--- config.mk ---
export PLATFORM = sky130hd
export DESIGN_NAME = sseg_mux_display
export DESIGN_NICKNAME = d
export VERILOG_FILES = /design/src/rtl/sseg_pkg.sv /design/src/rtl/sseg_glyph_rom.sv /design/src/rtl/sseg_mux_display.sv
export SDC_FILE = /design/constraint.sdc
export NUM_CORES = 1
export LEC_CHECK = 0
export ABC_AREA = 1
export CAP_MARGIN = 20
export CELL_PAD_IN_SITES_DETAIL_PLACEMENT = 1
export CELL_PAD_IN_SITES_GLOBAL_PLACEMENT = 2
export CORE_MARGIN = 4
export CORE_UTILIZATION = 35
export CTS_CLUSTER_DIAMETER = 60
export DETAILED_ROUTE_END_ITERATION = 8
export GPL_ROUTABILITY_DRIVEN = 0
export PLACE_DENSITY_LB_ADDON = 0.1
export REMOVE_ABC_BUFFERS = 1
export SYNTH_ARGS = -nofsm -noshare
export SYNTH_HDL_FRONTEND = slang
export SYNTH_SLANG_ARGS = --single-unit
export TNS_END_PERCENT = 5
--- constraint.sdc ---
create_clock -name clk -period 5.8 [get_ports clk]
set_clock_uncertainty 0.15 [all_clocks]
set_input_delay 1.45 -clock clk [delete_from_list [all_inputs] [get_ports clk]]
set_output_delay 1.45 -clock clk [all_outputs]
set_load 0.02 [all_outputs]
--- src/rtl/sseg_pkg.sv ---
// sseg_pkg: shared types and the glyph table for the multiplexed
// seven-segment display driver.
//   seg_t           segments a..g, index 0 = a, active-high (1 = lit)
//   GLYPH_*         5-bit glyph codes beyond the hex range
//   glyph_to_seg()  glyph code -> active-high segment pattern
package sseg_pkg;

  typedef logic [0:6] seg_t;

  localparam logic [4:0] GLYPH_BLANK = 5'h10;
  localparam logic [4:0] GLYPH_DASH  = 5'h11;
  localparam logic [4:0] GLYPH_P     = 5'h12;
  localparam logic [4:0] GLYPH_L     = 5'h13;
  localparam logic [4:0] GLYPH_U     = 5'h14;
  localparam logic [4:0] GLYPH_R     = 5'h15;
  localparam logic [4:0] GLYPH_N     = 5'h16;
  localparam logic [4:0] GLYPH_O     = 5'h17;

  localparam seg_t SEG_NONE = 7'b0000000;

  // Literals are written a..g left to right.
  function automatic seg_t glyph_to_seg(input logic [4:0] code);
    seg_t seg_v;
    case (code)
      5'h00:       seg_v = 7'b1111110;
      5'h01:       seg_v = 7'b0110000;
      5'h02:       seg_v = 7'b1101101;
      5'h03:       seg_v = 7'b1111001;
      5'h04:       seg_v = 7'b0110011;
      5'h05:       seg_v = 7'b1011011;
      5'h06:       seg_v = 7'b1011111;
      5'h07:       seg_v = 7'b1110000;
      5'h08:       seg_v = 7'b1111111;
      5'h09:       seg_v = 7'b1111011;
      5'h0A:       seg_v = 7'b1110111;
      5'h0B:       seg_v = 7'b0011111;
      5'h0C:       seg_v = 7'b1001110;
      5'h0D:       seg_v = 7'b0111101;
      5'h0E:       seg_v = 7'b1001111;
      5'h0F:       seg_v = 7'b1000111;
      GLYPH_BLANK: seg_v = SEG_NONE;
      GLYPH_DASH:  seg_v = 7'b0000001;
      GLYPH_P:     seg_v = 7'b1100111;
      GLYPH_L:     seg_v = 7'b0001110;
      GLYPH_U:     seg_v = 7'b0111110;
      GLYPH_R:     seg_v = 7'b0000101;
      GLYPH_N:     seg_v = 7'b0010101;
      GLYPH_O:     seg_v = 7'b0011101;
      default:     seg_v = SEG_NONE;
    endcase
    return seg_v;
  endfunction

endpackage

--- src/rtl/sseg_glyph_rom.sv ---
// sseg_glyph_rom: combinational glyph code to segment lookup.
//   code  in   5  glyph code
//   seg   out  7  segments a..g, active-high
module sseg_glyph_rom
  import sseg_pkg::*;
(
  input  logic [4:0] code,
  output seg_t       seg
);

  // Pure table lookup; no state.
  always_comb begin
    seg = glyph_to_seg(code);
  end

endmodule

--- src/rtl/sseg_mux_display.sv ---
// sseg_mux_display: time-multiplexed common-anode seven-segment driver.
// Scans N_DIGITS digits from a prescaler tick, latches a whole frame of
// inputs at the start of each frame, holds anodes off for a guard time
// after each digit change, and supports blanking, blinking, decimal
// points and leading-zero suppression.
//   clk          in   1           system clock
//   rst          in   1           async active-low reset
//   num          in   5*N_DIGITS  glyph codes, digit 0 in num[4:0]
//   dp           in   N_DIGITS    decimal point request, 1 = lit
//   blank_mask   in   N_DIGITS    1 = digit always dark
//   blink_mask   in   N_DIGITS    1 = digit dark in blink off-phase
//   lzs_en       in   1           leading-zero suppression enable
//   enable       in   1           0 = all anodes off
//   sseg         out  [0:6]       segments a..g, active-low
//   dp_n         out  1           decimal point, active-low
//   an           out  N_DIGITS    anodes, active-low
//   frame_start  out  1           pulse when digit 0 is selected
module sseg_mux_display
  import sseg_pkg::*;
#(
  parameter int N_DIGITS     = 8,
  parameter int TICK_DIV     = 65536,
  parameter int GUARD        = 16,
  parameter int BLINK_FRAMES = 256
) (
  input  logic                  clk,
  input  logic                  rst,
  input  logic [5*N_DIGITS-1:0] num,
  input  logic [N_DIGITS-1:0]   dp,
  input  logic [N_DIGITS-1:0]   blank_mask,
  input  logic [N_DIGITS-1:0]   blink_mask,
  input  logic                  lzs_en,
  input  logic                  enable,
  output logic [0:6]            sseg,
  output logic                  dp_n,
  output logic [N_DIGITS-1:0]   an,
  output logic                  frame_start
);

  localparam int PW = (TICK_DIV > 1) ? $clog2(TICK_DIV) : 1;
  localparam int IW = $clog2(N_DIGITS);
  localparam int FW = (BLINK_FRAMES > 1) ? $clog2(BLINK_FRAMES) : 1;
  localparam int GW = $clog2(GUARD + 2);

  localparam logic [N_DIGITS-1:0] AN_OFF = {N_DIGITS{1'b1}};
  localparam logic [N_DIGITS-1:0] AN_ONE = {{(N_DIGITS-1){1'b0}}, 1'b1};

  logic [PW-1:0]         presc_r;
  logic                  tick_s;
  logic                  started_r;
  logic [IW-1:0]         idx_r;
  logic [IW-1:0]         idx_nxt_s;
  logic                  new_frame_s;
  logic [GW-1:0]         guard_r;
  logic [FW-1:0]         frame_cnt_r;
  logic                  frame_wrap_s;
  logic                  blink_off_r;
  logic                  blink_off_nxt_s;

  logic [5*N_DIGITS-1:0] sh_num_r;
  logic [N_DIGITS-1:0]   sh_dp_r;
  logic [N_DIGITS-1:0]   sh_blank_r;
  logic [N_DIGITS-1:0]   sh_blink_r;
  logic                  sh_lzs_r;

  logic [5*N_DIGITS-1:0] src_num_s;
  logic [N_DIGITS-1:0]   src_dp_s;
  logic [N_DIGITS-1:0]   src_blank_s;
  logic [N_DIGITS-1:0]   src_blink_s;
  logic                  src_lzs_s;
  logic [N_DIGITS-1:0]   supp_s;
  logic [4:0]            code_s;
  logic                  dark_s;
  seg_t                  seg_on_s;

  assign tick_s       = (presc_r == PW'(TICK_DIV - 1));
  assign frame_wrap_s = (frame_cnt_r == FW'(BLINK_FRAMES - 1));

  // Next scan index. The first tick after reset selects digit 0 so every
  // scan after reset begins with a complete frame.
  always_comb begin
    if (!started_r) begin
      idx_nxt_s = {IW{1'b0}};
    end else if (idx_r == IW'(N_DIGITS - 1)) begin
      idx_nxt_s = {IW{1'b0}};
    end else begin
      idx_nxt_s = idx_r + 1'b1;
    end
  end

  assign new_frame_s     = tick_s & (idx_nxt_s == {IW{1'b0}});
  assign blink_off_nxt_s = blink_off_r ^ (new_frame_s & frame_wrap_s);

  // On the frame-start tick the shadows are being loaded this very edge,
  // so digit 0 decodes straight from the inputs being captured.
  always_comb begin
    if (new_frame_s) begin
      src_num_s   = num;
      src_dp_s    = dp;
      src_blank_s = blank_mask;
      src_blink_s = blink_mask;
      src_lzs_s   = lzs_en;
    end else begin
      src_num_s   = sh_num_r;
      src_dp_s    = sh_dp_r;
      src_blank_s = sh_blank_r;
      src_blink_s = sh_blink_r;
      src_lzs_s   = sh_lzs_r;
    end
  end

  // Leading-zero suppression: walk down from the top digit while every
  // digit so far is zero or blanked. Digit 0 is never suppressed.
  always_comb begin
    logic lead_v;
    lead_v = 1'b1;
    supp_s = {N_DIGITS{1'b0}};
    for (int i = N_DIGITS - 1; i > 0; i--) begin
      lead_v    = lead_v & (src_blank_s[i] | (src_num_s[5*i +: 5] == 5'h00));
      supp_s[i] = src_lzs_s & lead_v;
    end
  end

  assign code_s = src_num_s[5*idx_nxt_s +: 5];
  assign dark_s = src_blank_s[idx_nxt_s]
                | (src_blink_s[idx_nxt_s] & blink_off_nxt_s)
                | supp_s[idx_nxt_s];

  sseg_glyph_rom u_rom (
    .code (code_s),
    .seg  (seg_on_s)
  );

  // Prescaler: free-running 0..TICK_DIV-1, tick on the wrap.
  always_ff @(posedge clk or negedge rst) begin
    if (!rst) begin
      presc_r <= {PW{1'b0}};
    end else if (tick_s) begin
      presc_r <= {PW{1'b0}};
    end else begin
      presc_r <= presc_r + 1'b1;
    end
  end

  // Scan index, frame latch and blink phase, all advanced by the tick.
  always_ff @(posedge clk or negedge rst) begin
    if (!rst) begin
      started_r   <= 1'b0;
      idx_r       <= {IW{1'b0}};
      frame_cnt_r <= {FW{1'b0}};
      blink_off_r <= 1'b0;
      sh_num_r    <= {(5*N_DIGITS){1'b0}};
      sh_dp_r     <= {N_DIGITS{1'b0}};
      sh_blank_r  <= {N_DIGITS{1'b0}};
      sh_blink_r  <= {N_DIGITS{1'b0}};
      sh_lzs_r    <= 1'b0;
    end else if (tick_s) begin
      started_r   <= 1'b1;
      idx_r       <= idx_nxt_s;
      blink_off_r <= blink_off_nxt_s;
      if (new_frame_s) begin
        frame_cnt_r <= frame_wrap_s ? {FW{1'b0}} : frame_cnt_r + 1'b1;
        sh_num_r    <= num;
        sh_dp_r     <= dp;
        sh_blank_r  <= blank_mask;
        sh_blink_r  <= blink_mask;
        sh_lzs_r    <= lzs_en;
      end
    end
  end

  // Segment and decimal-point outputs change only on the tick edge.
  always_ff @(posedge clk or negedge rst) begin
    if (!rst) begin
      sseg        <= 7'b1111111;
      dp_n        <= 1'b1;
      frame_start <= 1'b0;
    end else begin
      frame_start <= new_frame_s;
      if (tick_s) begin
        if (dark_s) begin
          sseg <= 7'b1111111;
          dp_n <= 1'b1;
        end else begin
          sseg <= ~seg_on_s;
          dp_n <= ~src_dp_s[idx_nxt_s];
        end
      end
    end
  end

  // Anodes: off on the tick edge and while the guard count is above one,
  // so the off window lasts GUARD clocks including the tick edge itself.
  always_ff @(posedge clk or negedge rst) begin
    if (!rst) begin
      an      <= AN_OFF;
      guard_r <= {GW{1'b0}};
    end else if (tick_s) begin
      an      <= AN_OFF;
      guard_r <= GW'(GUARD);
    end else begin
      if (guard_r != {GW{1'b0}}) begin
        guard_r <= guard_r - 1'b1;
      end
      if (!enable || !started_r || (guard_r > GW'(1))) begin
        an <= AN_OFF;
      end else begin
        an <= ~(AN_ONE << idx_r);
      end
    end
  end

endmodule
Word level (Yosys, flattened, before mapping)
Memories as Yosys holds them, arrays and structs flattened.
Index checks and enable logic that the tools add are counted.

cells by class
  add/subtract/negate cells = 4
  multipliers = 1
  magnitude comparators = 2
  equality and inequality tests = 3
  shifts and indexed selects = 2
  mux-type cells = 23
  bitwise gates (word level) = 29
  reduce and logical (&&, ||, !) cells = 15

operators with widths
  kind                                                         count
  two-way mux 8 bit                                            6
  two-way mux 40 bit                                           1
  indexed part select 40 x 7 -> 5 bit                          1
  logical NOT 5 bit                                            7
  adder 16 x 1 -> 16 bit (second input constant)               1
  AND 1 bit                                                    16
  == test 16 bit (second input constant)                       1
  two-way mux 16 bit                                           1
  binary-select mux 1 bit (select 3 bit)                       4
  two-way mux 5 bit                                            2
  OR 1 bit                                                     9
  adder 8 x 1 -> 8 bit (second input constant)                 1
  == test 8 bit (second input constant)                        1
  inverter 8 bit                                               1
  left shift 1 x 3 -> 8 bit (first input constant)             1
  two-way mux 7 bit                                            1
  inverter 7 bit                                               1
  multiplier 3 x 3 -> 6 bit (first input constant)             1
  two-way mux 1 bit                                            6
  two-way mux 3 bit                                            2
  > comparator 5 x 1 -> 1 bit (second input constant)          1
  nonzero test 5 bit                                           1
  subtractor 5 x 1 -> 5 bit (second input constant)            1
  less-than comparator 3 x 4 -> 1 bit (second input constant)  1
  9 further kinds                                              11

word-level totals
  bits in registers = 116
  ROM bits = 224
  input port bits = 68
  output and inout port bits = 17
  word-level logic and storage cells = 95
  memories = 1

memories
  name             words  bits a word  read ports  clocked after Yosys merged registers in  wr ports  line            text
  (no name shown)  32     7            1           0                                        0         sseg_pkg.sv:24  case (code)

Longest topological paths before layout
  word-level depth = 19
  depth in mapped cells = 24
  mapped depth without buffers = 23

Modules after synthesis
Synthesis repeated with hierarchy kept, for this count alone.

second synthesis, totals
  cell total of the unflattened synthesis = 817
  area total of the unflattened synthesis = 6,346.1 µm²

modules (own cells, without submodules)
  module            times used  cells an instance  area an instance (µm²)
  sseg_mux_display  1           748                5,964.5
  sseg_glyph_rom    1           69                 381.6

Worst setup path before layout
No wires, ideal clock.

  path type = register to register
  start point = register idx_r[0]
  end point = register sseg[3] (netlist bit)
  setup time = 0.067 ns
  data arrival time = 2.971 ns
  data required time = 5.583 ns
  setup slack = 2.612 ns
  cell stages (with the launch flop) = 23
  path buffers = 2
  path through = dfrtp_1 -> ha_1 -> ha_1 -> nor2_2 -> nor2_4 -> nand2_4 -> buf_6 -> buf_2 -> nand2_1 -> nand2_1 -> nand2_1 -> nand3_1 -> nor2_1 -> nor2_2 -> inv_1 -> ha_1 -> inv_1 -> nand3_1 -> nand3_1 -> nand2_1 -> nand3_1 -> nor2_1 -> nor2_1

on the way
  word-level cells in the longest chain between the ends = 19
  elaborated cells between the ends (all ways) = 53
  classes of those cells = 1 x add/sub; 1 x mul; 1 x eq/ne; 1 x shift; 13 x mux; 27 x bitwise; 8 x reduce/logical; 1 x memory

ends and longest elaborated chain
  what                                                                          line                                            text
  from (decl)                                                                   sseg_mux_display.sv:51                          logic [IW-1:0] idx_r;
  from (signal assigned)                                                        sseg_mux_display.sv:149                         idx_r <= {IW{1'b0}};
  from (signal assigned)                                                        sseg_mux_display.sv:159                         idx_r <= idx_nxt_s;
  adder 3 x 1 -> 3 bit or == test 3 bit (tied branches)                         sseg_mux_display.sv:87, sseg_mux_display.sv:84
  two-way mux 3 bit (*)                                                         sseg_mux_display.sv:84                          end else if (idx_r == IW'(N_DIGITS - 1)) begin
  two-way mux 3 bit (*)                                                         sseg_mux_display.sv:82                          if (!started_r) begin
  parallel branches: the longest is 15 deep, another holds memory (32 x 7 bit)  --
  two-way mux 7 bit (*)                                                         sseg_mux_display.sv:181                         if (dark_s) begin
  to (signal assigned)                                                          sseg_mux_display.sv:185                         sseg <= ~seg_on_s;
  to (decl)                                                                     sseg_mux_display.sv:34                          output logic [0:6] sseg,

Every way passes the cells marked *. The select of a mux whose other input is x is not followed.
A chain may end at the register's enable or synchronous reset.

Final worst setup path
Same ends and word-level chain as after synthesis.

==> impl_metrics.py <==
metrics = {
    "floorplan": {
        "start_util_pct": 35.8,
        "core_um2": 18100,
        "placementRows": 49,
        "dieArea_um2": 20700,
        "fp.dieH_um": 144,
        "die_x_um": 144,
        "ios": 85,
    },
    "global_routing": {
        "gr-total-overflow": 0,
        "first_global_vias": 6282,
        "grt_first_pass_wirelength_um": 32100,
        "grt_antenna_before_repair": 0,
        "grt_max_degree": 71,
        "grtUsageTotal_pct": 20.1,
    },
    "pwr": {
        "pwr_density_cell_nw_per_um2": 244,
        "vdd_drop_max_v": 0.000193,
        "finalPower_w": 0.00198,
        "p_leak_nw": 4.24,
    },
    "clock_network": {
        "clockBufferDepth": 2,
        "cts.reportedPaths.clkPinSlew_ns": 0.06,
        "cts_htree_levels": 4,
        "insertion_delay_ns": 0.43,
        "cts_tree": "done",
        "cts_root_buffer": "clkbuf_16",
        "cts_setup_buffers": 0,
        "ctsResizeCount": 0,
        "clock-sinks": 116,
        "cts_hold_buf": 0,
        "cts_buffers": 17,
    },
    "place": {
        "placed_cell_area_um2": 7480,
        "port_buffers": 84,
        "place_hpwl_um": 14400,
    },
    "synthesis": {
        "ys_types": 39,
        "syn_area_um2": 6470,
        "yosys_warnings": 0,
        "netlist_top_cells_area": "dfrtp_1, nand2_1, inv_1, nand3_1, dfstp_2",
        "syn_inst": 860,
        "synth.avg_cell_area_um2": 7.52,
        "ys_seq_area_share_pct": 45.2,
        "synth_top_area_cell": "dfrtp_1",
        "yosysTopAreaCellShare_pct": 38.7,
        "ys_ff_latch": 116,
    },
    "route": {
        "drtIter0Drc": 219,
        "routed_via_density": 4.88,
        "ant_nets": 0,
        "num_vias": 5794,
        "drt-wirelength-per-cell_um": 16.5,
        "drcViolationCount": 0,
        "wl_met2_um": 10100,
        "met1_length_um": 8680,
        "first_pass_iters": 4,
        "top_layer_used": "met4",
        "routed-wl-met3_um": 497,
        "wl_um": 19600,
    },
    "finish": {
        "layout-drive-gt1-share_pct": 8.98,
        "finalInstanceArea_um2": 8100,
        "fill_cells": 2230,
        "regArea_um2": 2920,
        "multi_input_area_um2": 2830,
        "final_core_util_pct": 44.8,
        "area_growth_pct": 25.3,
        "final_net_count": 1031,
        "num_antenna_cells": 0,
    },
    "timing": {
        "setup_violations": 0,
        "fin_crit_ns": 4.50,
        "final_max_slew_viol_count": 0,
        "slew_headroom_pct": 38.3,
        "worst_pin_slew_ns": 0.925,
        "fin_crit_sh_pct": 77.5,
        "fmax_ghz": 0.222,
        "holdWs_ns": 0.316,
        "finalHoldViolations": 0,
        "rsz0062_at_grt": "no",
        "finalSetupTns_ns": 0,
    },
    "critical_path": {
        "start_kind": "register",
        "path_class": "register to register",
        "crit_path_end_kind": "register",
        "arrival_ns": 4.71,
        "critical_path_required_ns": 6.02,
        "cp_max_fo": 36,
    },
    "job": {
        "maxCapViolCount": 0,
    },
    "hold_path": {
        "worst_hold_path_type": "register to register",
    },
    "run_status": {
        "status": "finished clean",
    },
}
[power breakdown]
part	switching, W	internal, W
Sequential	0	0.000810
Clock	0.000408	0.000691
Combinational	0.0000265	0.0000413
[per-stage QoR]
step	worst slack [ns]	instances
finish	1.30	1187
CTS	1.24	1187
global placement	1.48	1155
global route	0.796	1187
detailed placement	1.26	1155
floorplan	1.72	833
[synth_stat cells]
| library cell | instances |
|---|---|
| xnor2_1 | 5 |
| inv_1 | 136 |
| clkbuf_1 | 5 |
| o31ai_1 | 1 |
| buf_2 | 11 |
| nand4_1 | 7 |
| xor2_1 | 6 |
| nor3b_1 | 1 |
| clkinv_2 | 1 |
| buf_4 | 2 |
| dfrtp_1 | 100 |
| nand3b_1 | 11 |
| clkinv_1 | 4 |
| o22ai_1 | 4 |
| nor2_4 | 3 |
| nand2_2 | 6 |
| a221oi_1 | 1 |
| a211oi_1 | 5 |
| nor3_1 | 14 |
| nor2_2 | 7 |
| buf_1 | 2 |
| nand3_1 | 91 |
| buf_6 | 7 |
| o21ai_2 | 2 |
| dfstp_2 | 16 |
| and2_1 | 3 |
| nand2_4 | 5 |
| o21bai_1 | 5 |
| nor2_8 | 1 |
| inv_2 | 1 |
| ha_1 | 18 |
| nand3_2 | 1 |
| nand2_1 | 267 |
| nor4_2 | 1 |
| o21ai_1 | 13 |
| nor2_1 | 57 |
| o21ai_0 | 23 |
| a21oi_1 | 15 |
| o21a_1 | 2 |
[area by class of cell]
| class | instances | share of cell area (%) |
|---|---|---|
| Sequential cell | 116 | 36.1 |
| Tap cell | 229 | 3.54 |
| Inverter | 142 | 6.60 |
| Clock inverter | 14 | 2.19 |
| Multi-Input combinational cell | 575 | 35.0 |
| Clock buffer | 18 | 5.42 |
| Timing Repair Buffer | 93 | 11.2 |
[sequential cells by signal (all words and copies together) (netlist names), 3 cells and up]
| register | flops |
|---|---|
| guard_r | 5 |
| sh_num_r | 40 |
| sh_blink_r | 8 |
| sh_blank_r | 8 |
| sseg | 7 |
| frame_cnt_r | 8 |
| presc_r | 16 |
| an | 8 |
| sh_dp_r | 8 |
| idx_r | 3 |
[cell families (layout without fill, tap and decap cells)]
group           after synthesis  in the layout  share of synthesized area [%]
simple gates                475            475                           32.6
flops                       116            116                           45.2
xor+xnor                     11             11                           1.49
fa+ha+maj                    18             18                           3.48
buf+inv                     169            267                           11.0
compound gates               71             71                           6.25
[worst paths after layout]
path	startpoint	endpoint	slack, ns	cells after the start
max	idx_r[0]	sseg[3]	1.30	22
max reg2reg	idx_r[0]	sseg[3]	1.30	22
max in group asynchronous	rst	sh_dp_r[4]	3.79	2
min in group asynchronous	rst	sh_num_r[14]	1.00	2
min reg2reg	presc_r[0]	presc_r[0]	0.32	1
min	presc_r[0]	presc_r[0]	0.32	1
[cells in the final DEF (no fill, tap or decap), types with 2 or more instances in the layout]
master,instances
nand2_1,267
inv_1,136
dfrtp_1,100
nand3_1,91
clkdlybuf4s50_1,83
nor2_1,57
o21ai_0,23
ha_1,18
clkbuf_16,17
dfstp_2,16
a21oi_1,15
nor3_1,14
o21ai_1,13
nand3b_1,11
buf_4,10
nand4_1,7
nor2_2,7
nand2_2,6
xor2_1,6
xnor2_1,5
nand2_4,5
a211oi_1,5
o21bai_1,5
clkinv_1,4
o22ai_1,4
clkinvlp_4,4
nor2_4,3
and2_1,3
clkinv_4,3
bufinv_16,3
inv_6,3
clkinv_2,2
o21ai_2,2
o21a_1,2
[critical path: stages, from the launching register on]
cell,delay [ns]
dfrtp_1,0.41
ha_1,0.24
ha_1,0.30
nor2_2,0.04
buf_4,0.19
nor2_4,0.63
nand2_4,0.25
clkinv_2,0.45
nand2_1,0.15
nand2_1,0.11
nand2_1,0.06
nand3_1,0.09
nor2_1,0.06
nor2_2,0.24
inv_1,0.16
ha_1,0.34
inv_1,0.08
nand3_1,0.10
nand3_1,0.10
nand2_1,0.06
nand3_1,0.09
nor2_1,0.04
nor2_1,0.08
[metal layers]
metal  global-route usage, %  vias up
li1                        -     2837
met1                    24.6     2856
met2                    35.8       79
met3                    3.36       22
met4                    6.89        0
met5                       0        -
Note: power is estimated with default switching activity, not from simulation.
